--- src/rtl/mem_port_arbiter_pkg.sv ---
// Shared definitions for the instruction/data memory port arbiter.
//   - Default MMIO addresses and the halt magic word.
//   - owner_t: tag of the access granted in the previous cycle, used to
//     route the returning read word (or the MMIO read zero) to its port.
//   - sat_inc4: saturating 4-bit increment for the imem starvation counter.
package mem_arb_pkg;

  localparam logic [31:0] SIG_ADDR_DEF   = 32'hF000_0004;
  localparam logic [31:0] HALT_ADDR_DEF  = 32'hCAFE_CAFE;
  localparam logic [31:0] HALT_MAGIC_DEF = 32'hF000_0000;

  typedef enum logic [1:0] {
    OWN_NONE = 2'd0,
    OWN_IMEM = 2'd1,
    OWN_DMEM = 2'd2,
    OWN_MMIO = 2'd3
  } owner_t;

  // Increment val by one, never exceeding lim.
  function automatic logic [3:0] sat_inc4(input logic [3:0] val, input logic [3:0] lim);
    if (val >= lim) begin
      return lim;
    end else begin
      return val + 4'd1;
    end
  endfunction

endpackage

--- src/rtl/mem_port_arbiter_if.sv ---
// Bus bundle between the core ports, the arbiter and the backing memory.
//   slave  : the arbiter's view (takes requests and mem_rdata, drives
//            grants, read returns, memory strobes and MMIO results).
//   master : the surrounding core + memory view (the reverse directions).
// Core side : imem_req/addr/gnt/rvalid/rdata, dmem_req/we/addr/wdata/gnt/rvalid/rdata
// Memory    : mem_en, mem_we, mem_addr[MEM_AW-1:0], mem_wdata, mem_rdata
// MMIO      : sig_valid, sig_data, halt
interface mem_port_arbiter_if #(
  parameter int MEM_AW = 20
);

  logic              imem_req;
  logic [31:0]       imem_addr;
  logic              imem_gnt;
  logic              imem_rvalid;
  logic [31:0]       imem_rdata;

  logic              dmem_req;
  logic              dmem_we;
  logic [31:0]       dmem_addr;
  logic [31:0]       dmem_wdata;
  logic              dmem_gnt;
  logic              dmem_rvalid;
  logic [31:0]       dmem_rdata;

  logic              mem_en;
  logic              mem_we;
  logic [MEM_AW-1:0] mem_addr;
  logic [31:0]       mem_wdata;
  logic [31:0]       mem_rdata;

  logic              sig_valid;
  logic [31:0]       sig_data;
  logic              halt;

  modport slave (
    input  imem_req, imem_addr,
    input  dmem_req, dmem_we, dmem_addr, dmem_wdata,
    input  mem_rdata,
    output imem_gnt, imem_rvalid, imem_rdata,
    output dmem_gnt, dmem_rvalid, dmem_rdata,
    output mem_en, mem_we, mem_addr, mem_wdata,
    output sig_valid, sig_data, halt
  );

  modport master (
    output imem_req, imem_addr,
    output dmem_req, dmem_we, dmem_addr, dmem_wdata,
    output mem_rdata,
    input  imem_gnt, imem_rvalid, imem_rdata,
    input  dmem_gnt, dmem_rvalid, dmem_rdata,
    input  mem_en, mem_we, mem_addr, mem_wdata,
    input  sig_valid, sig_data, halt
  );

endinterface

--- src/rtl/mem_port_arbiter_mmio_decode.sv ---
// Combinational MMIO decode of the data-port address/data.
//   addr_i     : dmem byte address (full 32-bit compare)
//   wdata_i    : dmem write data
//   sig_hit_o  : address is the signature register
//   halt_hit_o : address is the halt register and data is the halt magic
//   mmio_hit_o : address is any MMIO register (access must not reach memory)
module mmio_decode
  import mem_arb_pkg::*;
#(
  parameter logic [31:0] SIG_ADDR   = SIG_ADDR_DEF,
  parameter logic [31:0] HALT_ADDR  = HALT_ADDR_DEF,
  parameter logic [31:0] HALT_MAGIC = HALT_MAGIC_DEF
) (
  input  logic [31:0] addr_i,
  input  logic [31:0] wdata_i,
  output logic        sig_hit_o,
  output logic        halt_hit_o,
  output logic        mmio_hit_o
);

  logic sig_addr_s;
  logic halt_addr_s;

  assign sig_addr_s  = (addr_i == SIG_ADDR);
  assign halt_addr_s = (addr_i == HALT_ADDR);

  assign sig_hit_o  = sig_addr_s;
  // A halt-address access with any other data is still MMIO, it just does nothing.
  assign halt_hit_o = halt_addr_s && (wdata_i == HALT_MAGIC);
  assign mmio_hit_o = sig_addr_s || halt_addr_s;

endmodule

--- src/rtl/mem_port_arbiter.sv ---
// Shares one single-port synchronous word memory between the instruction
// fetch port and the data port. dmem has priority; imem is forced through
// once it has been denied STARVE_MAX consecutive cycles. Signature and halt
// MMIO addresses on the data port are decoded here and never reach memory.
// Ports:
//   sysclk : clock, all state on the rising edge
//   rst_in : synchronous reset, active-high
//   bus    : mem_port_arbiter_if.slave (core ports, memory port, MMIO results)
// Grants and memory strobes are combinational; read data returns one cycle
// after the grant, steered by a registered owner tag.
module mem_port_arbiter
  import mem_arb_pkg::*;
#(
  parameter int          MEM_AW     = 20,
  parameter int          STARVE_MAX = 4,
  parameter logic [31:0] SIG_ADDR   = SIG_ADDR_DEF,
  parameter logic [31:0] HALT_ADDR  = HALT_ADDR_DEF,
  parameter logic [31:0] HALT_MAGIC = HALT_MAGIC_DEF
) (
  input  logic               sysclk,
  input  logic               rst_in,
  mem_port_arbiter_if.slave  bus
);

  localparam logic [3:0] STARVE_LIM = 4'(STARVE_MAX);

  logic              sig_hit_s;
  logic              halt_hit_s;
  logic              mmio_hit_s;
  logic              arb_ok_s;
  logic              imem_force_s;
  logic              imem_gnt_s;
  logic              dmem_gnt_s;
  logic              dmem_acc_s;
  logic              imem_rvalid_s;
  logic              dmem_rvalid_s;
  logic [31:0]       imem_rdata_s;
  logic [31:0]       dmem_rdata_s;
  logic [MEM_AW-1:0] mem_addr_s;
  logic              unused_imem_addr_bits_s;

  logic [3:0]  starve_q, starve_d;
  owner_t      owner_q, owner_d;
  logic        halt_q, halt_d;
  logic        sig_valid_q, sig_valid_d;
  logic [31:0] sig_data_q, sig_data_d;
  logic [31:0] imem_hold_q, imem_hold_d;
  logic [31:0] dmem_hold_q, dmem_hold_d;

  mmio_decode #(
    .SIG_ADDR   (SIG_ADDR),
    .HALT_ADDR  (HALT_ADDR),
    .HALT_MAGIC (HALT_MAGIC)
  ) u_mmio_decode (
    .addr_i     (bus.dmem_addr),
    .wdata_i    (bus.dmem_wdata),
    .sig_hit_o  (sig_hit_s),
    .halt_hit_o (halt_hit_s),
    .mmio_hit_o (mmio_hit_s)
  );

  // Fetch addresses wrap inside the memory; the dropped bits are intentionally ignored.
  assign unused_imem_addr_bits_s = ^{bus.imem_addr[31:MEM_AW+2], bus.imem_addr[1:0]};

  // Grant is blocked in reset and once halted; a starved imem overrides dmem priority.
  assign arb_ok_s     = !rst_in && !halt_q;
  assign imem_force_s = bus.imem_req && (starve_q == STARVE_LIM);
  assign imem_gnt_s   = arb_ok_s && bus.imem_req && (imem_force_s || !bus.dmem_req);
  assign dmem_gnt_s   = arb_ok_s && bus.dmem_req && !imem_force_s;
  assign dmem_acc_s   = dmem_gnt_s && !mmio_hit_s;

  // Memory address mux: zero when nothing is accessing memory.
  always_comb begin
    mem_addr_s = {MEM_AW{1'b0}};
    if (imem_gnt_s) begin
      mem_addr_s = bus.imem_addr[MEM_AW+1:2];
    end else if (dmem_acc_s) begin
      mem_addr_s = bus.dmem_addr[MEM_AW+1:2];
    end else begin
      mem_addr_s = {MEM_AW{1'b0}};
    end
  end

  // Read-return steering from the owner tag; reset in this cycle kills the return.
  always_comb begin
    imem_rvalid_s = 1'b0;
    dmem_rvalid_s = 1'b0;
    case (owner_q)
      OWN_IMEM: imem_rvalid_s = !rst_in;
      OWN_DMEM: dmem_rvalid_s = !rst_in;
      OWN_MMIO: dmem_rvalid_s = !rst_in;
      default: begin
        imem_rvalid_s = 1'b0;
        dmem_rvalid_s = 1'b0;
      end
    endcase
    imem_rdata_s = imem_rvalid_s ? bus.mem_rdata : imem_hold_q;
    if (dmem_rvalid_s) begin
      dmem_rdata_s = (owner_q == OWN_MMIO) ? 32'h0000_0000 : bus.mem_rdata;
    end else begin
      dmem_rdata_s = dmem_hold_q;
    end
  end

  // Next-state for owner tag, starvation counter, halt latch, signature capture and read holds.
  always_comb begin
    owner_d     = OWN_NONE;
    starve_d    = 4'd0;
    halt_d      = halt_q;
    sig_valid_d = 1'b0;
    sig_data_d  = sig_data_q;
    imem_hold_d = imem_rdata_s;
    dmem_hold_d = dmem_rdata_s;

    if (imem_gnt_s) begin
      owner_d = OWN_IMEM;
    end else if (dmem_gnt_s && !bus.dmem_we) begin
      owner_d = mmio_hit_s ? OWN_MMIO : OWN_DMEM;
    end else begin
      owner_d = OWN_NONE;
    end

    if (bus.imem_req && !imem_gnt_s) begin
      starve_d = sat_inc4(starve_q, STARVE_LIM);
    end else begin
      starve_d = 4'd0;
    end

    if (dmem_gnt_s && bus.dmem_we && halt_hit_s) begin
      halt_d = 1'b1;
    end else begin
      halt_d = halt_q;
    end

    if (dmem_gnt_s && bus.dmem_we && sig_hit_s) begin
      sig_valid_d = 1'b1;
      sig_data_d  = bus.dmem_wdata;
    end else begin
      sig_valid_d = 1'b0;
      sig_data_d  = sig_data_q;
    end
  end

  // State registers with synchronous active-high reset.
  always_ff @(posedge sysclk) begin
    if (rst_in) begin
      owner_q     <= OWN_NONE;
      starve_q    <= 4'd0;
      halt_q      <= 1'b0;
      sig_valid_q <= 1'b0;
      sig_data_q  <= 32'h0000_0000;
      imem_hold_q <= 32'h0000_0000;
      dmem_hold_q <= 32'h0000_0000;
    end else begin
      owner_q     <= owner_d;
      starve_q    <= starve_d;
      halt_q      <= halt_d;
      sig_valid_q <= sig_valid_d;
      sig_data_q  <= sig_data_d;
      imem_hold_q <= imem_hold_d;
      dmem_hold_q <= dmem_hold_d;
    end
  end

  assign bus.imem_gnt    = imem_gnt_s;
  assign bus.dmem_gnt    = dmem_gnt_s;
  assign bus.imem_rvalid = imem_rvalid_s;
  assign bus.dmem_rvalid = dmem_rvalid_s;
  assign bus.imem_rdata  = imem_rdata_s;
  assign bus.dmem_rdata  = dmem_rdata_s;
  assign bus.mem_en      = imem_gnt_s || dmem_acc_s;
  assign bus.mem_we      = dmem_acc_s && bus.dmem_we;
  assign bus.mem_addr    = mem_addr_s;
  assign bus.mem_wdata   = (dmem_acc_s && bus.dmem_we) ? bus.dmem_wdata : 32'h0000_0000;
  assign bus.sig_valid   = sig_valid_q;
  assign bus.sig_data    = sig_data_q;
  assign bus.halt        = halt_q;

endmodule

--- src/flat_wrapper.sv ---
// flat-port wrapper written by rule: the top's interface ports become plain ports
module mem_port_arbiter_flat import mem_arb_pkg::*;
#(
  parameter int          MEM_AW     = 20,
  parameter int          STARVE_MAX = 4,
  parameter logic [31:0] SIG_ADDR   = SIG_ADDR_DEF,
  parameter logic [31:0] HALT_ADDR  = HALT_ADDR_DEF,
  parameter logic [31:0] HALT_MAGIC = HALT_MAGIC_DEF
)
  (sysclk, rst_in, bus_imem_req, bus_imem_addr, bus_dmem_req, bus_dmem_we, bus_dmem_addr, bus_dmem_wdata, bus_mem_rdata, bus_imem_gnt, bus_imem_rvalid, bus_imem_rdata, bus_dmem_gnt, bus_dmem_rvalid, bus_dmem_rdata, bus_mem_en, bus_mem_we, bus_mem_addr, bus_mem_wdata, bus_sig_valid, bus_sig_data, bus_halt);
  mem_port_arbiter_if #(.MEM_AW(MEM_AW)) bus_i ();
  input  logic sysclk;
  input  logic rst_in;
  input wire logic [$bits(bus_i.imem_req)-1:0] bus_imem_req;
  input wire logic [$bits(bus_i.imem_addr)-1:0] bus_imem_addr;
  input wire logic [$bits(bus_i.dmem_req)-1:0] bus_dmem_req;
  input wire logic [$bits(bus_i.dmem_we)-1:0] bus_dmem_we;
  input wire logic [$bits(bus_i.dmem_addr)-1:0] bus_dmem_addr;
  input wire logic [$bits(bus_i.dmem_wdata)-1:0] bus_dmem_wdata;
  input wire logic [$bits(bus_i.mem_rdata)-1:0] bus_mem_rdata;
  output wire logic [$bits(bus_i.imem_gnt)-1:0] bus_imem_gnt;
  output wire logic [$bits(bus_i.imem_rvalid)-1:0] bus_imem_rvalid;
  output wire logic [$bits(bus_i.imem_rdata)-1:0] bus_imem_rdata;
  output wire logic [$bits(bus_i.dmem_gnt)-1:0] bus_dmem_gnt;
  output wire logic [$bits(bus_i.dmem_rvalid)-1:0] bus_dmem_rvalid;
  output wire logic [$bits(bus_i.dmem_rdata)-1:0] bus_dmem_rdata;
  output wire logic [$bits(bus_i.mem_en)-1:0] bus_mem_en;
  output wire logic [$bits(bus_i.mem_we)-1:0] bus_mem_we;
  output wire logic [$bits(bus_i.mem_addr)-1:0] bus_mem_addr;
  output wire logic [$bits(bus_i.mem_wdata)-1:0] bus_mem_wdata;
  output wire logic [$bits(bus_i.sig_valid)-1:0] bus_sig_valid;
  output wire logic [$bits(bus_i.sig_data)-1:0] bus_sig_data;
  output wire logic [$bits(bus_i.halt)-1:0] bus_halt;
  assign bus_i.imem_req = bus_imem_req;
  assign bus_i.imem_addr = bus_imem_addr;
  assign bus_i.dmem_req = bus_dmem_req;
  assign bus_i.dmem_we = bus_dmem_we;
  assign bus_i.dmem_addr = bus_dmem_addr;
  assign bus_i.dmem_wdata = bus_dmem_wdata;
  assign bus_i.mem_rdata = bus_mem_rdata;
  assign bus_imem_gnt = bus_i.imem_gnt;
  assign bus_imem_rvalid = bus_i.imem_rvalid;
  assign bus_imem_rdata = bus_i.imem_rdata;
  assign bus_dmem_gnt = bus_i.dmem_gnt;
  assign bus_dmem_rvalid = bus_i.dmem_rvalid;
  assign bus_dmem_rdata = bus_i.dmem_rdata;
  assign bus_mem_en = bus_i.mem_en;
  assign bus_mem_we = bus_i.mem_we;
  assign bus_mem_addr = bus_i.mem_addr;
  assign bus_mem_wdata = bus_i.mem_wdata;
  assign bus_sig_valid = bus_i.sig_valid;
  assign bus_sig_data = bus_i.sig_data;
  assign bus_halt = bus_i.halt;
  mem_port_arbiter #(.MEM_AW(MEM_AW), .STARVE_MAX(STARVE_MAX), .SIG_ADDR(SIG_ADDR), .HALT_ADDR(HALT_ADDR), .HALT_MAGIC(HALT_MAGIC)) u_core (.sysclk(sysclk), .rst_in(rst_in), .bus(bus_i));
endmodule
--- config.mk ---
export PLATFORM = sky130hd
export DESIGN_NAME = mem_port_arbiter_flat
export DESIGN_NICKNAME = d
export VERILOG_FILES = /design/src/rtl/mem_port_arbiter_pkg.sv /design/src/rtl/mem_port_arbiter_if.sv /design/src/rtl/mem_port_arbiter_mmio_decode.sv /design/src/rtl/mem_port_arbiter.sv /design/src/flat_wrapper.sv
export SDC_FILE = /design/constraint.sdc
export NUM_CORES = 1
export LEC_CHECK = 0
export CAP_MARGIN = 20
export CORE_ASPECT_RATIO = 0.6
export CORE_UTILIZATION = 35
export DETAILED_ROUTE_END_ITERATION = 8
export HOLD_SLACK_MARGIN = 0.03
export PLACE_DENSITY = 0.78
export SETUP_SLACK_MARGIN = 0.02
export SYNTH_ARGS = -nofsm -noshare
export SYNTH_HDL_FRONTEND = slang
export SYNTH_SLANG_ARGS = --single-unit
--- constraint.sdc ---
create_clock -name sysclk -period 2.95 [get_ports sysclk]
set_input_delay 0.885 -clock sysclk [delete_from_list [all_inputs] [get_ports sysclk]]
set_output_delay 0.885 -clock sysclk [all_outputs]
set_load 0.01 [all_outputs]
# Yosys cells after proc, flatten, opt, wreduce, memory -nomap -nowiden
# Index checks and enable logic that the tools add are counted.
# classes
n_addsub	1
magnitude_cmp	1
eq_ne	7
n_mux	13
n_bitwise	2
n_reduce_logical	28
# ops
op	n
$mux W32	4
$eq A32 B32 Y1 const B	3
$mux W20	2
$logic_and A1 B1 Y1	14
$logic_not A1 Y1	7
$mux W1	6
$reduce_or A3 Y1	2
$add A4 B1 Y4 const B	1
$eq A2 B2 Y1 const B	2
$eq A4 B3 Y1 const B	1
$ge A4 B3 Y1 const B	1
$reduce_or A2 Y1	2
$logic_or A1 B1 Y1	3
$mux W3	1
$eq A2 B1 Y1 const B	1
$not A1 Y1	2
# word_totals
ff_bits	104
output_inout_bits	156
elab_cells	61

# Logic depth before layout (Yosys ltp)
# logic_depth
word_depth	8
ltp_mapped	8
depth_no_buf	7

# Hierarchy
# From an unflattened synthesis, not the netlist that was laid out.
# hier_totals
cells_unflattened	677
area_unflattened_um2	5714.2
# by_module_without_submodules
module	instances	cells_each	area_each_um2	seq_area_each_um2
mem_port_arbiter	1	641	5505.3	2082.0
mmio_decode	1	36	209.0	0.0

# Worst setup path before layout
# No wires, ideal clock.
# synth_timing
kind	input to output
start	in bus_dmem_addr[4]
end	out bus_mem_wdata[10]
arrival_time_ns	2.172
required_ns	2.065
slack_ns	-0.107
cell_stages	6
path_cell_list	nor4_1 -> nand2_1 -> or3_4 -> a21oi_2 -> buf_2 -> nor3b_1
# synth_between
elab_chain_cells	6
word_cells_on_any_way	7
cone_classes	eq/ne: 2; mux: 1; reduce/logical: 4
# synth_rtl
item	line_no	rtl
from (decl)	flat_wrapper.sv:18	input wire logic [$bits(bus_i.dmem_addr)-1:0] bus_dmem_addr;
$eq A32 B32 Y1 (on tied branches)	mem_port_arbiter_mmio_decode.sv:24, mem_port_arbiter_mmio_decode.sv:25	
$logic_or A1 B1 Y1 *	mem_port_arbiter_mmio_decode.sv:30	assign mmio_hit_o = sig_addr_s || halt_addr_s;
$logic_not A1 Y1 *	mem_port_arbiter.sv:70	assign dmem_acc_s = dmem_gnt_s && !mmio_hit_s;
$logic_and A1 B1 Y1 *	mem_port_arbiter.sv:70	
$logic_and A1 B1 Y1 *	mem_port_arbiter.sv:174	assign bus.mem_wdata = (dmem_acc_s && bus.dmem_we) ? bus.dmem_wdata : 32'h0000_0000;
$mux W32 *	mem_port_arbiter.sv:174	
to (decl)	flat_wrapper.sv:30	output wire logic [$bits(bus_i.mem_wdata)-1:0] bus_mem_wdata;
# Mark *: on every way between the ends. The rest lies on a longest branch, timed or not.

# Worst setup path in the final report
# layout_timing
start	in bus_dmem_addr[3]
end	out bus_mem_en
# layout_between
elab_chain_cells	5
word_cells_on_any_way	6
cone_classes	eq/ne: 2; reduce/logical: 4
# layout_rtl
item	line_no	rtl
$eq A32 B32 Y1 (on tied branches)	mem_port_arbiter_mmio_decode.sv:24, mem_port_arbiter_mmio_decode.sv:25	
$logic_or A1 B1 Y1 *	mem_port_arbiter_mmio_decode.sv:30	
$logic_not A1 Y1 *	mem_port_arbiter.sv:70	
$logic_and A1 B1 Y1 *	mem_port_arbiter.sv:70	
$logic_or A1 B1 Y1 *	mem_port_arbiter.sv:171	assign bus.mem_en = imem_gnt_s || dmem_acc_s;
to (decl)	flat_wrapper.sv:27	output wire logic [$bits(bus_i.mem_en)-1:0] bus_mem_en;
# Marks and branches as above.

==> results.yml <==
global_routing:
  antenna_found_initial: 1
  grt_max_degree: 51
  grt_pass1_vias: 5650
  globalRouteOverflowTotal: 0
  grt_first_pass_wirelength_um: 30680
  gr-usage-all-layers_pct: 27.59
worst_hold_path:
  hp-start: "u_core.bus.sig_data[26]"
  hp-class: "reg2reg"
  holdPathStages: 2
timing:
  finalHoldViolations: 0
  setup_violations: 66
  fmax_mhz: 281.3
  final_max_slew_viol_count: 0
  fin_worst_skew_ns: 0.01632
  min_period_ns: 3.555
  max_slew_margin_pct: 64.68
  rsz0062_at_grt: "true"
  fin_crit_sh_pct: 120.5
  worst_slew_pin_slew_ns: 0.5299
  fin_ws_ns: -0.6048
  whs_ns: 0.4942
  finalSetupTns_ns: -26.94
logic_synthesis:
  synth_edf_count: 0
  yosysSeqAreaShare_pct: 42.17
  ys_ff_latch: 104
  synth_warnings: 0
  synth-async-reset-ratio_pct: 0
  syn_area_um2: 4937
  syn_avg_cell_area_um2: 8.977
  synth_ff_type: "dfxtp_1"
  syn-num-nets: 685
  syn_inst: 550
  synth.distinct_cells: 44
finish:
  multiInputGateArea_um2: 3112
  layout-drive-gt1-share_pct: 39.02
  area_delta_synth_final_pct: 96.12
  design_area_um2: 9683
  layout.nets: 1073
  ff_latch_area_um2: 2082
  final.fill_count: 1055
clock_tree:
  cts_root_buf: "clkbuf_16"
  clk_pin_slew_ns: 0.06
  cts_tree: "built"
  clock_latency_ns: 0.35
  cts-hold-fix-buffers: 0
  cts_buffers: 9
  clock-sinks: 104
  cts_buffer_depth: 2
  h-tree-depth: 3
run_status:
  status: "finished, violations left"
  violations: "negative setup slack"
drt:
  route.detailed.drc: 0
  viasPerCell: 4.805
  drt-initial-drc-count: 266
  ant_nets: 0
  drt_first_pass_iters: 5
  routed_wl_um: 20350
  wl_per_cell_um: 17.92
  vias: 5459
flow_run:
  maxCapViolations: 0
setup_path:
  timing.rr.start: "u_core.starve_q[0]"
  crit_path_start: "bus_dmem_addr[3]"
  critPathLaunchType: "primary input"
  crit_fanout: 5
  worstPathRequired_ns: 2.07
  endpoint_kind: "output port"
  critPathKind: "in2out"
  crit_arrival_ns: 2.67
  r2r_cells: 11
floorplanning:
  die_h_um: 94
  row_count: 33
  core_area_um2: 13710
  dieWidth_um: 155.3
  io_pins: 289
  die-area_um2: 14600
  initial_utilization_pct: 36.02
placed_design:
  place_congestion: 0.8329
  post-place-ws_ns: -1.137
  port_buffers: 276
  placed_cell_area_um2: 8468
  dp.final_hpwl_um: 12520
power:
  ir_worst_vdd_uv: 316.2
  p_per_area_nw_per_um2: 338.2
  p_leak_nw: 4.172
-- timing repair --
item,CTS,global route
gates cloned,13,0
pin swaps,39,33
buffers inserted,74,19
resized for setup,586,87
endpoints found under the setup margin,121,122
-- final timing paths --
| path | slack [ns] | to |
|---|---|---|
| max reg2reg | 0.47 | u_core.bus.sig_data[8] |
| min reg2reg | 0.49 | u_core.bus.sig_data[26] |
| min | 0.49 | u_core.bus.sig_data[26] |
| max | -0.60 | bus_mem_en |
-- registers in the layout (all words and copies together), names as in the netlist --
signal                count
u_core.owner_q            2
u_core.starve_q           4
u_core.imem_hold_q       32
u_core.bus.halt           1
u_core.bus.sig_data      32
u_core.dmem_hold_q       32
u_core.bus.sig_valid      1
-- per-layer routing --
metal	vias to the layer above	track usage, %	wire (um)
met5	-	0	0
met4	0	8.333	295
met3	24	8.164	1339
met2	194	47.09	9722
met1	2604	33.53	8996
li1	2637	-	-
-- final cells by class --
type,instances,share of cell area (%)
Antenna cell,1,0.02584
Clock buffer,11,2.507
Clock inverter,5,0.4781
Inverter,5,0.1938
Multi-Input combinational cell,403,32.14
Sequential cell,104,21.50
Tap cell,192,2.481
Timing Repair Buffer,415,40.68
-- cells in the final DEF (no fill, tap or decap), types with 11 or more instances in the layout --
| master | count |
|---|---|
| buf_12 | 21 |
| dlygate4sd2_1 | 40 |
| nor2b_1 | 64 |
| mux2_4 | 24 |
| clkdlybuf4s50_1 | 126 |
| nand2_1 | 69 |
| o21ai_2 | 14 |
| buf_6 | 60 |
| nor3b_2 | 30 |
| buf_2 | 60 |
| nor2_1 | 39 |
| mux2i_1 | 30 |
| dfxtp_1 | 104 |
| o21ai_0 | 26 |
| clkbuf_2 | 11 |
| buf_4 | 83 |
| nand2b_1 | 32 |
-- critical path, stage by stage --
cell and delay (ns):
dlygate4sd2_1 0.29, nor2_1 0.14, nand2_1 0.10, buf_6 0.13, or3_4 0.40, a21oi_4 0.18
buf_6 0.14, buf_12 0.12, buf_12 0.10, o21bai_4 0.05, buf_6 0.12
-- synthesized netlist by cell type, drive strengths merged, types with 2 or more instances --
cell | n | area (um^2)
dfxtp | 104 | 2082
nand2 | 69 | 259.0
nor2b | 64 | 400.4
o21ai | 47 | 235.2
nor2 | 41 | 153.9
nor3b | 35 | 272.8
nand2b | 34 | 212.7
mux2 | 32 | 360.4
mux2i | 32 | 320.3
clkbuf | 23 | 86.33
buf | 15 | 95.09
nor4 | 10 | 77.57
nand4 | 7 | 50.05
a22o | 5 | 45.04
inv | 5 | 18.77
nor4b | 4 | 71.32
nand3 | 3 | 27.53
a21oi | 2 | 25.03
and3 | 2 | 12.51
ha | 2 | 25.02
nand4b | 2 | 17.52
nor3 | 2 | 10.01
-- where the power goes --
| group | switching, mW | leakage (nW) | internal, mW |
|---|---|---|---|
| clock network | 0.561 | 0.143 | 0.613 |
| registers | 0.00811 | 0.840 | 1.42 |
| logic | 0.274 | 3.19 | 0.396 |
-- kinds of logic (layout without fill, tap and decap cells) --
logic type / Yosys count / count (layout) / synth area share, %
AO/OA/AOI/OAI: 59 / 59 / 6.995
adder cells (fa/ha/maj): 2 / 2 / 0.5068
other: 1 / 2 / 0.07595
flip-flops: 104 / 104 / 42.17
AND/OR/NAND/NOR: 277 / 277 / 32.41
buffers and inverters: 43 / 436 / 4.055
multiplexers: 64 / 64 / 13.79
-- metrics by stage --
stage               power [mW]  std cells  utilization, %
floorplan                1.655        550               -
global placement         2.059       1048           61.77
detailed placement       2.070       1048           61.77
CTS                      3.274       1148           71.31
global route             3.397       1136           70.64
finish                   3.275       1136           70.64
(Power assumes the default switching activity.)
